**src/rtl/alarm_pkg.sv**
```systemverilog
// Shared widths and state encoding for the alarm-dismiss round scheduler.
package alarm_pkg;
  localparam int NUM_EQ  = 3;
  localparam int IDX_W   = 2;
  localparam int TIMER_W = 7;
  localparam int ATT_W   = 4;

  localparam logic [2:0] ST_IDLE     = 3'd0;
  localparam logic [2:0] ST_LAUNCH   = 3'd1;
  localparam logic [2:0] ST_SOLVE    = 3'd2;
  localparam logic [2:0] ST_ADVANCE  = 3'd3;
  localparam logic [2:0] ST_SEQUENCE = 3'd4;
  localparam logic [2:0] ST_DONE     = 3'd5;

  typedef enum logic [2:0] {
    S_IDLE     = ST_IDLE,
    S_LAUNCH   = ST_LAUNCH,
    S_SOLVE    = ST_SOLVE,
    S_ADVANCE  = ST_ADVANCE,
    S_SEQUENCE = ST_SEQUENCE,
    S_DONE     = ST_DONE
  } state_t;
endpackage

```
**src/rtl/equation_round_scheduler_if.sv**
```systemverilog
// Round-level handshake between the scheduler, the solvers and the penalty sequencer.
interface equation_round_scheduler_if;
  import alarm_pkg::*;
  logic               Start;
  logic [NUM_EQ-1:0]  eq_valid;
  logic [NUM_EQ-1:0]  eq_correct;
  logic               sequence_done;
  logic [NUM_EQ-1:0]  eq_start;
  logic [IDX_W-1:0]   eq_index;
  logic [TIMER_W-1:0] OngoingTimer;
  logic               Wrong;
  logic               timeout_seen;
  logic [ATT_W-1:0]   attempt_count;
  logic               sequence_req;
  logic               Done;

  modport master (
    output Start, eq_valid, eq_correct, sequence_done,
    input  eq_start, eq_index, OngoingTimer, Wrong, timeout_seen,
           attempt_count, sequence_req, Done
  );
  modport slave (
    input  Start, eq_valid, eq_correct, sequence_done,
    output eq_start, eq_index, OngoingTimer, Wrong, timeout_seen,
           attempt_count, sequence_req, Done
  );
endinterface

```
**src/rtl/second_tick_gen.sv**
```systemverilog
// One-second prescaler: counts 0..TICK_DIV-1 while enabled, pulses tick on wrap.
module second_tick_gen #(
  parameter int unsigned TICK_DIV = 50000000
) (
  input  logic clk,
  input  logic rst,
  input  logic clr,
  input  logic en,
  output logic tick
);
  localparam int CW = (TICK_DIV > 1) ? $clog2(TICK_DIV) : 1;

  logic [CW-1:0] cnt_q, cnt_d;
  logic          wrap;

  assign wrap = (cnt_q == CW'(TICK_DIV - 1));
  assign tick = en & ~clr & wrap;

  always_comb begin
    cnt_d = cnt_q;
    if (clr)     cnt_d = '0;
    else if (en) cnt_d = wrap ? '0 : cnt_q + CW'(1);
  end

  always_ff @(posedge clk) begin
    if (rst) cnt_q <= '0;
    else     cnt_q <= cnt_d;
  end
endmodule

```
**src/rtl/equation_round_scheduler.sv**
```systemverilog
// Sequences three equation solvers with a per-equation countdown, tracks wrong
// submissions/timeouts and routes the round to the penalty sequencer or done.
module equation_round_scheduler
  import alarm_pkg::*;
#(
  parameter int unsigned TICK_DIV     = 50000000,
  parameter int unsigned TIMEOUT_S    = 20,
  parameter int unsigned MAX_ATTEMPTS = 15
) (
  input  logic                        Clock,
  input  logic                        Reset,
  equation_round_scheduler_if.slave   bus
);
  state_t             state_q, state_d;
  logic [IDX_W-1:0]   idx_q, idx_d;
  logic [TIMER_W-1:0] timer_q, timer_d;
  logic               wrong_q, wrong_d;
  logic               tmo_q, tmo_d;
  logic [ATT_W-1:0]   att_q, att_d;
  logic               tick, hit, ok;

  second_tick_gen #(.TICK_DIV(TICK_DIV)) u_tick (
    .clk  (Clock),
    .rst  (Reset),
    .clr  (state_q == S_LAUNCH),
    .en   (state_q == S_SOLVE),
    .tick (tick)
  );

  // Only the active solver's result lines matter.
  assign hit = bus.eq_valid[idx_q];
  assign ok  = bus.eq_correct[idx_q];

  always_comb begin
    state_d = state_q;
    idx_d   = idx_q;
    timer_d = timer_q;
    wrong_d = wrong_q;
    tmo_d   = tmo_q;
    att_d   = att_q;
    case (state_q)
      S_IDLE: if (bus.Start) begin
        state_d = S_LAUNCH;
        idx_d   = '0;
        wrong_d = 1'b0;
        tmo_d   = 1'b0;
        att_d   = '0;
      end
      S_LAUNCH: begin
        timer_d = TIMER_W'(TIMEOUT_S);
        state_d = S_SOLVE;
      end
      S_SOLVE: begin
        if (tick) timer_d = (timer_q == '0) ? '0 : timer_q - 1'b1;
        if (hit && !ok) begin
          wrong_d = 1'b1;
          att_d   = (att_q >= ATT_W'(MAX_ATTEMPTS)) ? att_q : att_q + 1'b1;
        end
        // A correct answer on the expiring tick still counts as solved.
        if (hit && ok) state_d = S_ADVANCE;
        else if (tick && timer_q == TIMER_W'(1)) begin
          wrong_d = 1'b1;
          tmo_d   = 1'b1;
          state_d = S_ADVANCE;
        end
      end
      S_ADVANCE: begin
        if (idx_q == IDX_W'(NUM_EQ - 1)) state_d = wrong_q ? S_SEQUENCE : S_DONE;
        else begin
          idx_d   = idx_q + 1'b1;
          state_d = S_LAUNCH;
        end
      end
      S_SEQUENCE: if (bus.sequence_done) state_d = S_DONE;
      S_DONE:     if (!bus.Start) state_d = S_IDLE;
      default:    state_d = S_IDLE;
    endcase
  end

  always_ff @(posedge Clock) begin
    if (Reset) begin
      state_q <= S_IDLE;
      idx_q   <= '0;
      timer_q <= '0;
      wrong_q <= 1'b0;
      tmo_q   <= 1'b0;
      att_q   <= '0;
    end else begin
      state_q <= state_d;
      idx_q   <= idx_d;
      timer_q <= timer_d;
      wrong_q <= wrong_d;
      tmo_q   <= tmo_d;
      att_q   <= att_d;
    end
  end

  assign bus.eq_start      = (state_q == S_LAUNCH || state_q == S_SOLVE)
                             ? NUM_EQ'(1) << idx_q : '0;
  assign bus.eq_index      = idx_q;
  assign bus.OngoingTimer  = timer_q;
  assign bus.Wrong         = wrong_q;
  assign bus.timeout_seen  = tmo_q;
  assign bus.attempt_count = att_q;
  assign bus.sequence_req  = (state_q == S_SEQUENCE);
  assign bus.Done          = (state_q == S_DONE);
endmodule

```
**src/flat_wrapper.sv**
```systemverilog
// flat-port wrapper written by rule: the top's interface ports become plain ports
module equation_round_scheduler_flat import alarm_pkg::*;
#(
  parameter int unsigned TICK_DIV     = 50000000,
  parameter int unsigned TIMEOUT_S    = 20,
  parameter int unsigned MAX_ATTEMPTS = 15
)
  (Clock, Reset, bus_Start, bus_eq_valid, bus_eq_correct, bus_sequence_done, bus_eq_start, bus_eq_index, bus_OngoingTimer, bus_Wrong, bus_timeout_seen, bus_attempt_count, bus_sequence_req, bus_Done);
  equation_round_scheduler_if bus_i ();
  input  logic Clock;
  input  logic Reset;
  input wire logic [$bits(bus_i.Start)-1:0] bus_Start;
  input wire logic [$bits(bus_i.eq_valid)-1:0] bus_eq_valid;
  input wire logic [$bits(bus_i.eq_correct)-1:0] bus_eq_correct;
  input wire logic [$bits(bus_i.sequence_done)-1:0] bus_sequence_done;
  output wire logic [$bits(bus_i.eq_start)-1:0] bus_eq_start;
  output wire logic [$bits(bus_i.eq_index)-1:0] bus_eq_index;
  output wire logic [$bits(bus_i.OngoingTimer)-1:0] bus_OngoingTimer;
  output wire logic [$bits(bus_i.Wrong)-1:0] bus_Wrong;
  output wire logic [$bits(bus_i.timeout_seen)-1:0] bus_timeout_seen;
  output wire logic [$bits(bus_i.attempt_count)-1:0] bus_attempt_count;
  output wire logic [$bits(bus_i.sequence_req)-1:0] bus_sequence_req;
  output wire logic [$bits(bus_i.Done)-1:0] bus_Done;
  assign bus_i.Start = bus_Start;
  assign bus_i.eq_valid = bus_eq_valid;
  assign bus_i.eq_correct = bus_eq_correct;
  assign bus_i.sequence_done = bus_sequence_done;
  assign bus_eq_start = bus_i.eq_start;
  assign bus_eq_index = bus_i.eq_index;
  assign bus_OngoingTimer = bus_i.OngoingTimer;
  assign bus_Wrong = bus_i.Wrong;
  assign bus_timeout_seen = bus_i.timeout_seen;
  assign bus_attempt_count = bus_i.attempt_count;
  assign bus_sequence_req = bus_i.sequence_req;
  assign bus_Done = bus_i.Done;
  equation_round_scheduler #(.TICK_DIV(TICK_DIV), .TIMEOUT_S(TIMEOUT_S), .MAX_ATTEMPTS(MAX_ATTEMPTS)) u_core (.Clock(Clock), .Reset(Reset), .bus(bus_i));
endmodule
```
**config.mk**
```make
export PLATFORM = sky130hd
export DESIGN_NAME = equation_round_scheduler_flat
export DESIGN_NICKNAME = d
export VERILOG_FILES = /design/src/rtl/alarm_pkg.sv /design/src/rtl/equation_round_scheduler_if.sv /design/src/rtl/second_tick_gen.sv /design/src/rtl/equation_round_scheduler.sv /design/src/flat_wrapper.sv
export SDC_FILE = /design/constraint.sdc
export NUM_CORES = 1
export LEC_CHECK = 0
export ABC_AREA = 1
export CORE_MARGIN = 10
export CORE_UTILIZATION = 55
export DETAILED_ROUTE_END_ITERATION = 10
export PLACE_DENSITY = 0.79
export SLEW_MARGIN = 10
export SYNTH_ARGS = -nofsm -noshare
export SYNTH_HDL_FRONTEND = slang
export SYNTH_SLANG_ARGS = --single-unit
```
**constraint.sdc**
```tcl
create_clock -name Clock -period 2.2 [get_ports Clock]
set_input_delay 0.33 -clock Clock [delete_from_list [all_inputs] [get_ports Clock]]
set_output_delay 0.33 -clock Clock [all_outputs]
set_load 0.1 [all_outputs]
```
# Yosys cells after proc, flatten, opt, wreduce, memory -nomap -nowiden
# Index checks and enable logic that the tools add are counted.
[op_classes]
add_sub_neg = 4
magnitude_cmp = 2
eq_ne = 18
n_shift = 1
mux = 32
bitwise = 3
n_reduce_logical = 17
[ops]
columns = ["cell", "count"]
rows = [
  ["$add A26 B1 Y26 const B", 1],
  ["$eq A26 B26 Y1 const B", 1],
  ["$mux W26", 1],
  ["$mux W3", 7],
  ["$pmux W3 S6", 1],
  ["$mux W7", 2],
  ["$pmux W7 S2", 1],
  ["$mux W4", 3],
  ["$ne A2 B2 Y1 const B", 6],
  ["$reduce_and A4 Y1", 3],
  ["$mux W1", 9],
  ["$pmux W4 S2", 1],
  ["$eq A7 B1 Y1 const B", 1],
  ["$logic_not A7 Y1", 1],
  ["$sub A7 B1 Y7 const B", 1],
  ["$eq A3 B2 Y1 const B", 2],
  ["$eq A3 B3 Y1 const B", 2],
  ["$ne A2 B1 Y1 const B", 3],
  ["$reduce_bool A2 Y1", 3],
  ["$add A4 B1 Y4 const B", 1],
  ["$bmux W1 S2", 2],
  ["$ge A4 B4 Y1 const B", 1],
  ["$mux W2", 2],
  ["$pmux W1 S2", 2],
  ["other kinds (16)", 20],
]
[totals]
reg_bits = 44
input_bits = 10
out_inout_bits = 20

# Logic depth before layout (Yosys ltp)
[depth]
word_depth = 8
ltp_mapped = 12
ltp_nobuf = 11

# By module
# A second synthesis with hierarchy kept.
[hier_totals]
cells_unflattened = 402
hier_area_um2 = 2686.3
[by_module_without_submodules]
columns = ["mod", "n_inst", "cells_each", "area_each_um2", "seq_area_each_um2"]
rows = [
  ["second_tick_gen", 1, 222, 1476.4, 520.5],
  ["equation_round_scheduler", 1, 180, 1209.9, 360.3],
]

# Least setup slack after synthesis
# OpenSTA, ideal clock, no wires.
[synth_timing]
path_type = "register -> register"
from = "register u_core.state_q[2]"
to = "register u_core.state_q[0]"
arrival_time_ns = 3.227
required_time_ns = 2.083
slack_ns = -1.144
stages_incl_launch_ff = 6
period_less_slack_ns = 3.344
cell_sequence = "dfxtp_1 -> inv_2 -> nor3_1 -> a21oi_1 -> a21oi_1 -> nor2_1"
[synth_rtl]
columns = ["element", "line", "text"]
rows = [
  ["start, declared", "equation_round_scheduler.sv:14", "state_t state_q, state_d;"],
  ["start signal, assigned", "equation_round_scheduler.sv:89", "state_q <= state_d;"],
  ["$eq A3 B3 Y1 *", "--", ""],
  ["via bus_Done", "flat_wrapper.sv:23", "output wire logic [$bits(bus_i.Done)-1:0] bus_Done;"],
  ["$ne A2 B2 Y1 (no source line)", "--", ""],
  ["$reduce_and A4 Y1 (no source line)", "--", ""],
]
# Mark *: on every way through the listed nets, which the timed path passes. The rest lies on a longest branch.
# A chain may end at the register's enable or synchronous reset.

# Worst setup path in the final report
[layout_timing]
from = "register u_core.state_q[1]"
to = "output port bus_eq_start[2]"
[layout_between]
elab_chain_len = 3
[layout_lines]
columns = ["element", "line", "text"]
rows = [
  ["$eq A3 B1 Y1 / $eq A3 B2 Y1 (equally long branches)", "equation_round_scheduler.sv:98", "assign bus.eq_start = (state_q == S_LAUNCH || state_q == S_SOLVE)"],
  ["$logic_or A1 B1 Y1 *", "equation_round_scheduler.sv:98", ""],
  ["$mux W3 *", "equation_round_scheduler.sv:99", "? NUM_EQ'(1) << idx_q : '0;"],
  ["end, declared", "flat_wrapper.sv:16", "output wire logic [$bits(bus_i.eq_start)-1:0] bus_eq_start;"],
]
# Every way passes the cells marked *; elsewhere a longest branch is shown, timed or not.

==> impl_metrics.yaml <==
worst_hold_path:
  hp-class: "reg2reg"
  hold_start: "u_core.u_tick.cnt_q[16]$_SDFFE_PP0P_"
  min_to: "u_core.u_tick.cnt_q[16]$_SDFFE_PP0P_"
  holdPathStages: 2
setup_path:
  cp_max_fo: 18
  cp_top_family: "simple AND/OR/NAND/NOR gates"
  required_ns: 1.87
  crit_buf_inv: 2
  r2r_cells: 7
  cp.arrival_ns: 1.65
  worstSetupEndpointType: "output port"
  r2r-start: "u_core.state_q[1]$_SDFFE_PP0P_"
  crit_path_start_kind: "flop"
  max_stage_delay_ns: 0.48
  critPathKind: "reg2out"
  r2r-end: "u_core.u_tick.cnt_q[19]$_SDFFE_PP0P_"
  crit_slowest_cell: "dfxtp_1"
  critical_path.cell_chain: "nand3_4 > nand2_1 > inv_1 > nor2_4 > buf_12"
  r2r_slack_ns: 0.32
synthesis:
  synth_warnings: 0
  synth.avg_cell_area_um2: 6.57
  mappedNetlistArea_um2: 2570
  netlist_top_cells_area: "dfxtp_1 34%, nand2_1 12%, nor2_1 9.4%, inv_1 8.3%, nand3_1 5.1%"
  synth_seq_cells: 44
  synth_top_area_cell: "dfxtp_1"
  synth_top_area_share_pct: 34.3
  synth_fp_nets: 408
  synthCells: 391
  seq_area_frac_synth_pct: 34.3
  ys_types: 34
power_and_ir_drop:
  powerDensity_nw_per_um2: 1010
  ir_drop_uv: 783
  leakagePower_uw: 0.00128
layout:
  drive_gt1_share_pct: 14.4
  finalInstanceArea_um2: 3030
  layout_commonest_cell: "nand2_1"
  nets: 441
  antennaDiodeCount: 0
  syn_to_final_growth_pct: 17.8
  mostFrequentLayoutCells: "85 x nand2_1, 61 x nor2_1, 57 x inv_1"
  utilization_pct: 68.1
die:
  die_w_um: 88.3
  core_um2: 4440
  rows: 24
  start_util_pct: 57.8
  die_area_um2: 7800
  num_io_pins: 30
  die_h_um: 88.3
timing:
  fin_crit_sh_pct: 90.2
  tightest_slew_ns: 0.405
  hold_violations: 0
  fmax_ghz: 0.504
  whs_ns: 0.470
  fin_setup_tns_ns: 0
  finalSetupViolations: 0
  grt_setup_unrepaired: "no"
  drv_slew: 0
  slew_headroom_pct: 72.9
  period_needed_ns: 1.98
  fin_skew_ns: 0.00756
detailed_routing:
  antenna_left: 0
  wirelength_mm: 6.02
  vias_per_cell: 5.18
  vias: 2469
  drc: 0
  firstDrtPassIters: 4
  routedWlPerCell_um: 12.6
  drtIter0Drc: 174
clocking:
  cts_hold_buf: 0
  cts_buffers: 5
  clock_sinks: 44
  cts_tree: "built"
  htreeDepth: 2
  cts_buffer_depth: 2
  root_buffer: "clkbuf_8"
  cts_setup_buffers: 0
  ctsResizeCount: 0
  clk_pin_slew_ns: 0.09
  clk_latency_ns: 0.30
outcome:
  status: "complete, no violations"
flow_run:
  drv_cap: 0
global_routing:
  grtUsageTotal_pct: 16.9
  grt_util_met2_pct: 25.3
  grt_start_max_net_pins: 19
  met1_usage_pct: 23.0
  grt_pass1_wl_mm: 10.6
  first_global_vias: 2269
  grt-busiest-layer: "met2"
  use_met3_pct: 4.87
  overflow: 0
  grt_antenna_before_repair: 0
placed_design:
  gp_congestion: 0.890
  place_area_um2: 2940
  hpwlAfterDp_mm: 4.61
  port_buffers: 29
==> flip-flops by register name, indices dropped and copies added (netlist names) <==
signal,count
u_core.bus.timeout_seen,1
u_core.state_q,3
u_core.bus.eq_index,2
u_core.bus.OngoingTimer,7
u_core.u_tick.cnt_q,26
u_core.bus.Wrong,1
u_core.bus.attempt_count,4
==> synthesized netlist by cell type (all sizes together) <==
cell type and count:
a211oi 1, a21oi 28, a31oi 2, and2 1, buf 4, clkinv 1
dfxtp 44, ha 7, inv 61, nand2 90, nand3 28, nand4 8
nor2 72, nor3 19, nor4 2, o211ai 1, o21ai 9, o22ai 2
or2 1, xnor2 4, xor2 6
==> cell type report <==
cell class	instances	area, um^2
clock inverter	3	18.8
timing repair buffer	30	298
fill	388	1420
multi-input combinational	281	1460
inverter	62	235
tap	52	65.1
sequential	44	882
clock buffer	5	68.8
==> per-layer routing <==
metal  wire, um  share of wire, %
met5          0                 0
met4         74               1.2
met3        404               6.7
met2       2590                43
met1       2940                49
==> cells by family (layout without fill, tap and decap cells) <==
family | after synthesis | in the layout | share of synthesized area, %
AND/OR/NAND/NOR | 221 | 221 | 39.4
flip-flops | 44 | 44 | 34.3
AO/OA/AOI/OAI | 43 | 43 | 9.21
adder cells (fa/ha/maj) | 7 | 7 | 3.41
XOR/XNOR | 10 | 10 | 3.41
buffers and inverters | 66 | 100 | 10.3
==> report_power, final <==
part           internal [uW]  switching (uW)
Clock                    222             293
Combinational            426            1160
Sequential               866            89.8
==> worst min-delay path: cells and delay by family, from the launching register on <==
kind                   cells  cell delay, ns
flip-flops                 1            0.34
AO/OA/AOI/OAI              1            0.05
buffers and inverters      1            0.05
==> metrics by stage <==
| step | std cells | power, uW | worst slack [ns] |
|---|---|---|---|
| 6_report | 477 | 3050 | 0.216 |
| 3_3_place_gp | 469 | 2540 | 0.419 |
| 2_1_floorplan | 391 | 2200 | 0.0111 |
| 3_5_place_dp | 469 | 2560 | 0.321 |
| 5_1_grt | 477 | 3250 | 0.114 |
| 4_1_cts | 477 | 3070 | 0.197 |
==> worst max-delay path by stage <==
stage | start | end | slack, ns | cells past startpoint
after detailed placement | u_core.state_q[1]$_SDFFE_PP0P_ | u_core.u_tick.cnt_q[19]$_SDFFE_PP0P_ | 0.32 | 7
after floorplan | u_core.bus.eq_index[1]$_SDFFE_PP0P_ | bus_eq_start[2] | 0.01 | 3
final | u_core.state_q[1]$_SDFFE_PP0P_ | bus_eq_start[2] | 0.22 | 5
after global placement | bus_eq_valid[1] | u_core.bus.attempt_count[2]$_SDFFE_PP0P_ | 0.42 | 10
after global routing | u_core.state_q[2]$_SDFFE_PP0P_ | bus_eq_start[0] | 0.11 | 6
after CTS | u_core.state_q[1]$_SDFFE_PP0P_ | bus_eq_start[2] | 0.20 | 5
Note: power is estimated with default switching activity, not from simulation.
